===== src/rtl/decode_pkg.sv =====
// Shared types and helpers for the decode stage: opcode set, immediate formats
// and the per-opcode decode table.
package decode_pkg;

    localparam int REG_IDX_W = 5;

    typedef enum logic [6:0] {
        OP_R      = 7'b0110011,
        OP_IMM    = 7'b0010011,
        OP_LOAD   = 7'b0000011,
        OP_STORE  = 7'b0100011,
        OP_BRANCH = 7'b1100011,
        OP_JAL    = 7'b1101111,
        OP_JALR   = 7'b1100111,
        OP_LUI    = 7'b0110111,
        OP_AUIPC  = 7'b0010111
    } opcode_e;

    typedef enum logic [2:0] {
        IMM_R,
        IMM_I,
        IMM_S,
        IMM_B,
        IMM_U,
        IMM_J
    } imm_fmt_e;

    // Which register fields an opcode really uses; unused fields carry
    // immediate bits and must not raise an index error.
    typedef struct packed {
        logic     legal;
        imm_fmt_e fmt;
        logic     use_rs1;
        logic     use_rs2;
        logic     use_rd;
    } op_info_t;

    function automatic op_info_t op_decode(input logic [6:0] op);
        op_info_t info;
        info = '{legal: 1'b0, fmt: IMM_R, use_rs1: 1'b0, use_rs2: 1'b0, use_rd: 1'b0};
        case (op)
            OP_R:      info = '{1'b1, IMM_R, 1'b1, 1'b1, 1'b1};
            OP_IMM:    info = '{1'b1, IMM_I, 1'b1, 1'b0, 1'b1};
            OP_LOAD:   info = '{1'b1, IMM_I, 1'b1, 1'b0, 1'b1};
            OP_JALR:   info = '{1'b1, IMM_I, 1'b1, 1'b0, 1'b1};
            OP_STORE:  info = '{1'b1, IMM_S, 1'b1, 1'b1, 1'b0};
            OP_BRANCH: info = '{1'b1, IMM_B, 1'b1, 1'b1, 1'b0};
            OP_LUI:    info = '{1'b1, IMM_U, 1'b0, 1'b0, 1'b1};
            OP_AUIPC:  info = '{1'b1, IMM_U, 1'b0, 1'b0, 1'b1};
            OP_JAL:    info = '{1'b1, IMM_J, 1'b0, 1'b0, 1'b1};
            default:   info = '{1'b0, IMM_R, 1'b0, 1'b0, 1'b0};
        endcase
        return info;
    endfunction

    // 32-bit signed immediate; wider datapaths sign-extend the result.
    function automatic logic [31:0] imm_gen(input logic [31:0] komut, input imm_fmt_e fmt);
        logic [31:0] imm;
        case (fmt)
            IMM_I:   imm = {{20{komut[31]}}, komut[31:20]};
            IMM_S:   imm = {{20{komut[31]}}, komut[31:25], komut[11:7]};
            IMM_B:   imm = {{19{komut[31]}}, komut[31], komut[7], komut[30:25], komut[11:8], 1'b0};
            IMM_U:   imm = {komut[31:12], 12'b0};
            IMM_J:   imm = {{11{komut[31]}}, komut[31], komut[19:12], komut[20], komut[30:21], 1'b0};
            default: imm = 32'b0;
        endcase
        return imm;
    endfunction

endpackage


===== src/rtl/decode_if.sv =====
// Bundle of fetch-side, execute-side and write-back signals of the decode stage.
interface decode_if #(
    parameter int XLEN = 32
);
    import decode_pkg::*;

    // Handshake: a transfer happens on a rising edge where valid && ready.
    // Valid never waits for ready; a producer holding valid keeps its payload
    // stable until the transfer. in_ready = !out_valid || out_ready.
    logic                 in_valid;
    logic                 in_ready;
    logic [31:0]          komut;
    logic [XLEN-1:0]      in_pc;
    logic                 flush;

    logic                 out_valid;
    logic                 out_ready;
    logic [6:0]           opcode;
    logic [3:0]           func;
    logic [REG_IDX_W-1:0] rd;
    logic [XLEN-1:0]      rs1_data;
    logic [XLEN-1:0]      rs2_data;
    logic [XLEN-1:0]      imm;
    logic [XLEN-1:0]      out_pc;
    logic                 hata;

    logic                 we;
    logic [REG_IDX_W-1:0] wb_rd;
    logic [XLEN-1:0]      rd_data;

    modport master (
        output in_valid, komut, in_pc, flush, out_ready, we, wb_rd, rd_data,
        input  in_ready, out_valid, opcode, func, rd, rs1_data, rs2_data, imm, out_pc, hata
    );

    modport slave (
        input  in_valid, komut, in_pc, flush, out_ready, we, wb_rd, rd_data,
        output in_ready, out_valid, opcode, func, rd, rs1_data, rs2_data, imm, out_pc, hata
    );

endinterface


===== src/rtl/decode_regfile.sv =====
// NREGS x XLEN architectural register file: two async reads, one sync write,
// synchronous active-low clear. x0 and out-of-range indices read as zero.
module decode_regfile
    import decode_pkg::*;
#(
    parameter int XLEN  = 32,
    parameter int NREGS = 32
) (
    input  logic                 clk,
    input  logic                 reset,
    input  logic [REG_IDX_W-1:0] ra1,
    input  logic [REG_IDX_W-1:0] ra2,
    output logic [XLEN-1:0]      rd1,
    output logic [XLEN-1:0]      rd2,
    input  logic                 we,
    input  logic [REG_IDX_W-1:0] wa,
    input  logic [XLEN-1:0]      wd
);

    localparam int IDX_W = $clog2(NREGS);

    logic [XLEN-1:0] regs [NREGS];

    function automatic logic idx_live(input logic [REG_IDX_W-1:0] idx);
        return (idx != '0) && (int'(idx) < NREGS);
    endfunction

    assign rd1 = idx_live(ra1) ? regs[ra1[IDX_W-1:0]] : '0;
    assign rd2 = idx_live(ra2) ? regs[ra2[IDX_W-1:0]] : '0;

    always_ff @(posedge clk) begin
        if (!reset) begin
            for (int i = 0; i < NREGS; i++) begin
                regs[i] <= '0;
            end
        end else if (we && idx_live(wa)) begin
            regs[wa[IDX_W-1:0]] <= wd;
        end
    end

endmodule


===== src/rtl/decode_stage.sv =====
// Pipelined decode stage: one-slot output register, valid/ready on both sides,
// flush, write-back port. Optional operand forwarding under DECODE_BYPASS_EN.
module decode_stage
    import decode_pkg::*;
#(
    parameter int XLEN  = 32,
    parameter int NREGS = 32
) (
    input logic     clk,
    input logic     reset,
    decode_if.slave bus
);

    typedef struct packed {
        logic [6:0]           opcode;
        logic [3:0]           func;
        logic [REG_IDX_W-1:0] rd;
        logic [XLEN-1:0]      rs1_data;
        logic [XLEN-1:0]      rs2_data;
        logic [XLEN-1:0]      imm;
        logic [XLEN-1:0]      pc;
        logic                 hata;
    } slot_t;

    function automatic logic idx_ok(input logic [REG_IDX_W-1:0] idx);
        return int'(idx) < NREGS;
    endfunction

    logic [REG_IDX_W-1:0] rs1_idx;
    logic [REG_IDX_W-1:0] rs2_idx;
    logic [REG_IDX_W-1:0] rd_idx;
    op_info_t             info;
    logic                 bad_idx;
    logic [XLEN-1:0]      imm_ext;
    logic [XLEN-1:0]      rf_rs1;
    logic [XLEN-1:0]      rf_rs2;
    logic [XLEN-1:0]      rs1_fwd;
    logic [XLEN-1:0]      rs2_fwd;
    logic                 in_ready;
    logic                 load;
    logic                 out_valid_q;
    slot_t                slot_d;
    slot_t                slot_q;

    assign rs1_idx = bus.komut[19:15];
    assign rs2_idx = bus.komut[24:20];
    assign rd_idx  = bus.komut[11:7];
    assign info    = op_decode(bus.komut[6:0]);

    assign bad_idx = (info.use_rs1 && !idx_ok(rs1_idx)) ||
                     (info.use_rs2 && !idx_ok(rs2_idx)) ||
                     (info.use_rd  && !idx_ok(rd_idx));

    assign imm_ext = XLEN'($signed(imm_gen(bus.komut, info.fmt)));

    decode_regfile #(
        .XLEN  (XLEN),
        .NREGS (NREGS)
    ) u_regfile (
        .clk   (clk),
        .reset (reset),
        .ra1   (rs1_idx),
        .ra2   (rs2_idx),
        .rd1   (rf_rs1),
        .rd2   (rf_rs2),
        .we    (bus.we),
        .wa    (bus.wb_rd),
        .wd    (bus.rd_data)
    );

`ifdef DECODE_BYPASS_EN
    logic                 wb_hit;
    logic [REG_IDX_W-1:0] rs1_idx_q;
    logic [REG_IDX_W-1:0] rs2_idx_q;

    // Mirrors the register file's own write qualification, so a forwarded
    // value is always one that is really being committed this edge.
    assign wb_hit  = bus.we && (bus.wb_rd != '0) && idx_ok(bus.wb_rd);
    assign rs1_fwd = (wb_hit && (bus.wb_rd == rs1_idx)) ? bus.rd_data : rf_rs1;
    assign rs2_fwd = (wb_hit && (bus.wb_rd == rs2_idx)) ? bus.rd_data : rf_rs2;

    always_ff @(posedge clk) begin
        if (!reset) begin
            rs1_idx_q <= '0;
            rs2_idx_q <= '0;
        end else if (load) begin
            rs1_idx_q <= rs1_idx;
            rs2_idx_q <= rs2_idx;
        end
    end
`else
    assign rs1_fwd = rf_rs1;
    assign rs2_fwd = rf_rs2;
`endif

    assign in_ready = !out_valid_q || bus.out_ready;
    assign load     = bus.in_valid && in_ready && !bus.flush;

    always_comb begin
        slot_d          = '0;
        slot_d.opcode   = bus.komut[6:0];
        slot_d.func     = {bus.komut[30], bus.komut[14:12]};
        slot_d.rd       = rd_idx;
        slot_d.rs1_data = rs1_fwd;
        slot_d.rs2_data = rs2_fwd;
        slot_d.imm      = imm_ext;
        slot_d.pc       = bus.in_pc;
        slot_d.hata     = !info.legal || bad_idx;
    end

    // Flush only kills validity; the held payload is don't-care afterwards.
    always_ff @(posedge clk) begin
        if (!reset) begin
            out_valid_q <= 1'b0;
            slot_q      <= '0;
        end else if (bus.flush) begin
            out_valid_q <= 1'b0;
        end else if (load) begin
            out_valid_q <= 1'b1;
            slot_q      <= slot_d;
        end else if (out_valid_q && bus.out_ready) begin
            out_valid_q <= 1'b0;
        end
`ifdef DECODE_BYPASS_EN
        else if (out_valid_q && wb_hit) begin
            if (bus.wb_rd == rs1_idx_q) slot_q.rs1_data <= bus.rd_data;
            if (bus.wb_rd == rs2_idx_q) slot_q.rs2_data <= bus.rd_data;
        end
`endif
    end

    assign bus.in_ready  = in_ready;
    assign bus.out_valid = out_valid_q;
    assign bus.opcode    = slot_q.opcode;
    assign bus.func      = slot_q.func;
    assign bus.rd        = slot_q.rd;
    assign bus.rs1_data  = slot_q.rs1_data;
    assign bus.rs2_data  = slot_q.rs2_data;
    assign bus.imm       = slot_q.imm;
    assign bus.out_pc    = slot_q.pc;
    assign bus.hata      = slot_q.hata;

endmodule


===== src/flat_wrapper.sv =====
// flat-port wrapper written by rule: the top's interface ports become plain ports
module decode_stage_flat import decode_pkg::*;
#(
    parameter int XLEN  = 32,
    parameter int NREGS = 32
)
  (clk, reset, bus_in_valid, bus_komut, bus_in_pc, bus_flush, bus_out_ready, bus_we, bus_wb_rd, bus_rd_data, bus_in_ready, bus_out_valid, bus_opcode, bus_func, bus_rd, bus_rs1_data, bus_rs2_data, bus_imm, bus_out_pc, bus_hata);
  decode_if #(.XLEN(XLEN)) bus_i ();
  input logic clk;
  input logic reset;
  input wire logic [$bits(bus_i.in_valid)-1:0] bus_in_valid;
  input wire logic [$bits(bus_i.komut)-1:0] bus_komut;
  input wire logic [$bits(bus_i.in_pc)-1:0] bus_in_pc;
  input wire logic [$bits(bus_i.flush)-1:0] bus_flush;
  input wire logic [$bits(bus_i.out_ready)-1:0] bus_out_ready;
  input wire logic [$bits(bus_i.we)-1:0] bus_we;
  input wire logic [$bits(bus_i.wb_rd)-1:0] bus_wb_rd;
  input wire logic [$bits(bus_i.rd_data)-1:0] bus_rd_data;
  output wire logic [$bits(bus_i.in_ready)-1:0] bus_in_ready;
  output wire logic [$bits(bus_i.out_valid)-1:0] bus_out_valid;
  output wire logic [$bits(bus_i.opcode)-1:0] bus_opcode;
  output wire logic [$bits(bus_i.func)-1:0] bus_func;
  output wire logic [$bits(bus_i.rd)-1:0] bus_rd;
  output wire logic [$bits(bus_i.rs1_data)-1:0] bus_rs1_data;
  output wire logic [$bits(bus_i.rs2_data)-1:0] bus_rs2_data;
  output wire logic [$bits(bus_i.imm)-1:0] bus_imm;
  output wire logic [$bits(bus_i.out_pc)-1:0] bus_out_pc;
  output wire logic [$bits(bus_i.hata)-1:0] bus_hata;
  assign bus_i.in_valid = bus_in_valid;
  assign bus_i.komut = bus_komut;
  assign bus_i.in_pc = bus_in_pc;
  assign bus_i.flush = bus_flush;
  assign bus_i.out_ready = bus_out_ready;
  assign bus_i.we = bus_we;
  assign bus_i.wb_rd = bus_wb_rd;
  assign bus_i.rd_data = bus_rd_data;
  assign bus_in_ready = bus_i.in_ready;
  assign bus_out_valid = bus_i.out_valid;
  assign bus_opcode = bus_i.opcode;
  assign bus_func = bus_i.func;
  assign bus_rd = bus_i.rd;
  assign bus_rs1_data = bus_i.rs1_data;
  assign bus_rs2_data = bus_i.rs2_data;
  assign bus_imm = bus_i.imm;
  assign bus_out_pc = bus_i.out_pc;
  assign bus_hata = bus_i.hata;
  decode_stage #(.XLEN(XLEN), .NREGS(NREGS)) u_core (.clk(clk), .reset(reset), .bus(bus_i));
endmodule

===== config.mk =====
export PLATFORM = sky130hd
export DESIGN_NAME = decode_stage_flat
export DESIGN_NICKNAME = d
export VERILOG_FILES = /design/src/rtl/decode_pkg.sv /design/src/rtl/decode_if.sv /design/src/rtl/decode_regfile.sv /design/src/rtl/decode_stage.sv /design/src/flat_wrapper.sv
export SDC_FILE = /design/constraint.sdc
export NUM_CORES = 2
export LEC_CHECK = 0
export BUFFER_PORTS_ARGS = -buffer_cell sky130_fd_sc_hd__buf_2
export CORE_MARGIN = 3
export CORE_UTILIZATION = 62
export CTS_BUF_LIST = sky130_fd_sc_hd__clkbuf_4 sky130_fd_sc_hd__clkbuf_8 sky130_fd_sc_hd__clkbuf_16
export DETAILED_ROUTE_END_ITERATION = 12
export PLACE_DENSITY = 0.8
export SLEW_MARGIN = 5
export SYNTH_ARGS = -nofsm -noshare
export SYNTH_HDL_FRONTEND = slang
export SYNTH_SLANG_ARGS = --single-unit

===== constraint.sdc =====
create_clock -name clk -period 4.3 [get_ports clk]
set_clock_uncertainty 0.15 [all_clocks]
set_input_delay 0.215 -clock clk [delete_from_list [all_inputs] [get_ports clk]]
set_output_delay 0.215 -clock clk [all_outputs]
set_load 0.05 [all_outputs]

==> impl_results.md <==
* Status: finished clean
* Initial antenna violation count at 34
* Min cycle time layout at 3492 ps
* Vias post-DR at around 43,000
* Crit share post-route at 81.22%
* H-tree level count at 3
* Pins Over Slew Limit at 0
* Fmax at 286.3 MHz
* Worst hold slack at 11.82 ps
* Crit path from: reset
* Top-area cell type share of the netlist area at 51.89%
* Core footprint at 94,030 um^2
* Critical Path Start Type: primary input
* Post-CTS Setup Inserts at 0
* Number of synthesized flops with an enable pin at 1,024
* RSZ-0062 raised after global routing: false
* Largest net degree at the start of global routing at 71
* Routing usage on met2 at 62.60%
* Final Net Count at approximately 4,600
* Synth top area cells: edfxtp_1 (52%), mux4_2 (13%), and2_1 (11%), dfxtp_1 (4.9%), mux2i_1 (4.9%)
* Gr busiest metal: met2
* Aggregate global routing overflow at 0
* Reg area at 33,670 um^2
* CP max FO at 32
* Avg WL per Cell at roughly 36 um
* Dpl ws at 979.6 ps
* First-pass GRT wire length at just under 300,000 um
* Ratio of cells with drive above 1 in the final layout at 25.40%
* Die Width at about 320 um
* Die Height at 315.2 um
* Final WS setup at between 800 and 900 ps
* R2R depth at 7
* Area growth, synth to finish at 14.13%
* RePlAce Congestion at 0.9490
* DIE AREA at 99,330 um^2
* DP HPWL at 127,500 um
* GR Layer Usage met1 at between 50% and 60%
* Synth Cell Area at around 59,000 um^2
* Post-DP Area at 62,660 um^2
* CP Data Arrival Time at 3920 ps
* Asr flop ratio synth at 0%
* Cts hold-fix bufs at 87
* Clk buf depth at 3
* Post-cts resize count at 0
* FF-to-FF setup slack at 1330 ps
* Initial core utilization at 63.02%
* GRT Overall Usage at 42.35%
* Reg2reg end: u_core.bus.rs2_data[19]
* # fillers at 5,912
* Setup_tns at 0 ps
* CTS Root Buffer Type: clkbuf_16
* Area of the multi-input gates at 24,440 um^2
* Met3 GRT Util at 14.72%
* Synth Area per Inst at 13.83 um^2
* Fin area at 67,630 um^2
* Sequential area share after synthesis at a little under three fifths
* Cell row count at 112
* Clock transition at path regs at approximately 60 ps
* Tightest Pin Transition at 1397 ps
* CTS sink count at between 1,000 and 1,500
* Setup violators final at 0
* Max-slew headroom at 6.666%
* R2R Path Start: u_core.bus.out_valid
* Lkg Pwr at roughly 25 nW
* Syn Inst Count at ~4,300
* Unique cell type count in the Yosys netlist at 54
* CTS tree: yes
* Prevailing post-synth register cell: edfxtp_1
* Cell taking the most area after synthesis: edfxtp_1
* Num ports at 254
* Final hold vios at 0
* Port bufs at between 200 and 300
* Number of global-route vias before repair at 42,622
* Max_cap viols at 0
* Yosys reg bits at 1,170
* Post-route ant nets at 0
* Worst-skew pair later-pin latency at 730 ps
* Top cells by count, synth: edfxtp_1 (1,024), and2_1 (996), clkbuf_1 (346)
* Drt total wl at approximately 210,000 um
* DRT Pass-1 Iters at 6
* Synth Warn # at 0
* Power Density at 404.6 nW/um^2
* Worst Path Required at 4720 ps
* Min-delay worst type: in2reg
* TritonCTS Buffers at ~120
* Setup crit end kind: register
* Drt via density at 7.304
* Crit Path Category: in2reg
* Top-count cell post-synth: edfxtp_1
* Iteration-0 DRC Markers at roughly 7,400
* Total power at 27.37 mW
* DR DRC count at 0
* Max IR drop VDD at 0.0004035 V
* Worst setup path endpoint: u_core.u_regfile.regs[27][3]
cells in the final DEF (no fill, tap or decap), drive strengths merged, types with 7 or more instances in the layout:
cell type / instances
nor3: 11
buf: 419
a21oi: 113
a211oi: 52
mux2i: 292
inv: 7
a221oi: 12
o31ai: 37
nand2b: 9
a221o: 28
a32o: 36
clkbuf: 162
edfxtp: 1024
a22o: 29
mux4: 342
nor2: 67
o221ai: 64
mux2: 115
conb: 32
and2: 996
o22ai: 106
diode: 25
o21ai: 66
bufinv: 11
a22oi: 20
dfxtp: 146
nand2: 198
dlygate4sd3: 87
clkinv: 38
nor2b: 22
a2111oi: 12
final cells by class:
class                      instances  area share, %
sequential                      1170          49.79
multi-input combinational       2696          36.14
timing repair buffer             506          5.650
clock buffer                     162          5.148
tap                             1254          2.320
clock inverter                    55         0.8251
antenna                           25        0.09250
inverter                           6        0.03700
per-layer routing:
metal | vias to the layer above | part of all wire, %
met5 | - | 0.038
li1 | 16700 | -
met2 | 4170 | 43
met3 | 1031 | 16
met1 | 20993 | 32
met4 | 12 | 8.7
registers in the layout (all words and copies together), names as in the netlist:
| signal | cells |
|---|---|
| u_core.bus.opcode | 7 |
| u_core.bus.imm | 32 |
| u_core.bus.hata | 1 |
| u_core.bus.out_valid | 1 |
| u_core.bus.rs1_data | 32 |
| u_core.bus.func | 4 |
| u_core.bus.out_pc | 32 |
| u_core.bus.rs2_data | 32 |
| u_core.bus.rd | 5 |
| u_core.u_regfile.regs | 1024 |
report_power, final:
part           total, mW  switching, mW  internal [mW]
combinational       3.29           2.06           1.23
clock               10.7           4.46           6.29
sequential          13.3          0.380           13.0
stage by stage:
step,util [%],instances
5_1_grt,71.90,5862
3_3_place_gp,66.64,5545
3_5_place_dp,66.64,5545
2_1_floorplan,-,4316
6_report,71.93,5874
4_1_cts,71.86,5849
how the worst min path moves through the flow:
stage	start	cells after the start	to	slack (ps)
floorplan	bus_flush	1	u_core.bus.out_valid	140
global placement	u_core.bus.rs2_data[31]	2	u_core.bus.rs2_data[31]	290
detailed placement	bus_flush	2	u_core.bus.out_valid	290
CTS	bus_rd_data[21]	2	u_core.u_regfile.regs[16][21]	1
global route	bus_rd_data[4]	2	u_core.u_regfile.regs[24][4]	20
finish	bus_rd_data[9]	2	u_core.u_regfile.regs[24][9]	10
kinds of logic (layout without fill, tap and decap cells):
kind of cell	after synthesis	in the layout	synth area share, %
muxes	749	749	20.11
other	1	57	0.006328
AOI/OAI and AO/OA	584	584	6.978
and+or+nand+nor	1330	1330	12.92
buffers and inverters	450	729	3.140
DFF	1170	1170	56.82
adders and majority gates	1	1	0.02111
critical path: stages:
cell and delay, ps:
dlygate4sd3_1 550, buf_4 180, nand2_1 80, nor2_1 640, nand3_1 780, nor2_4 1190, and2_1 260
No activity file was read; power rests on OpenSTA's default activity.
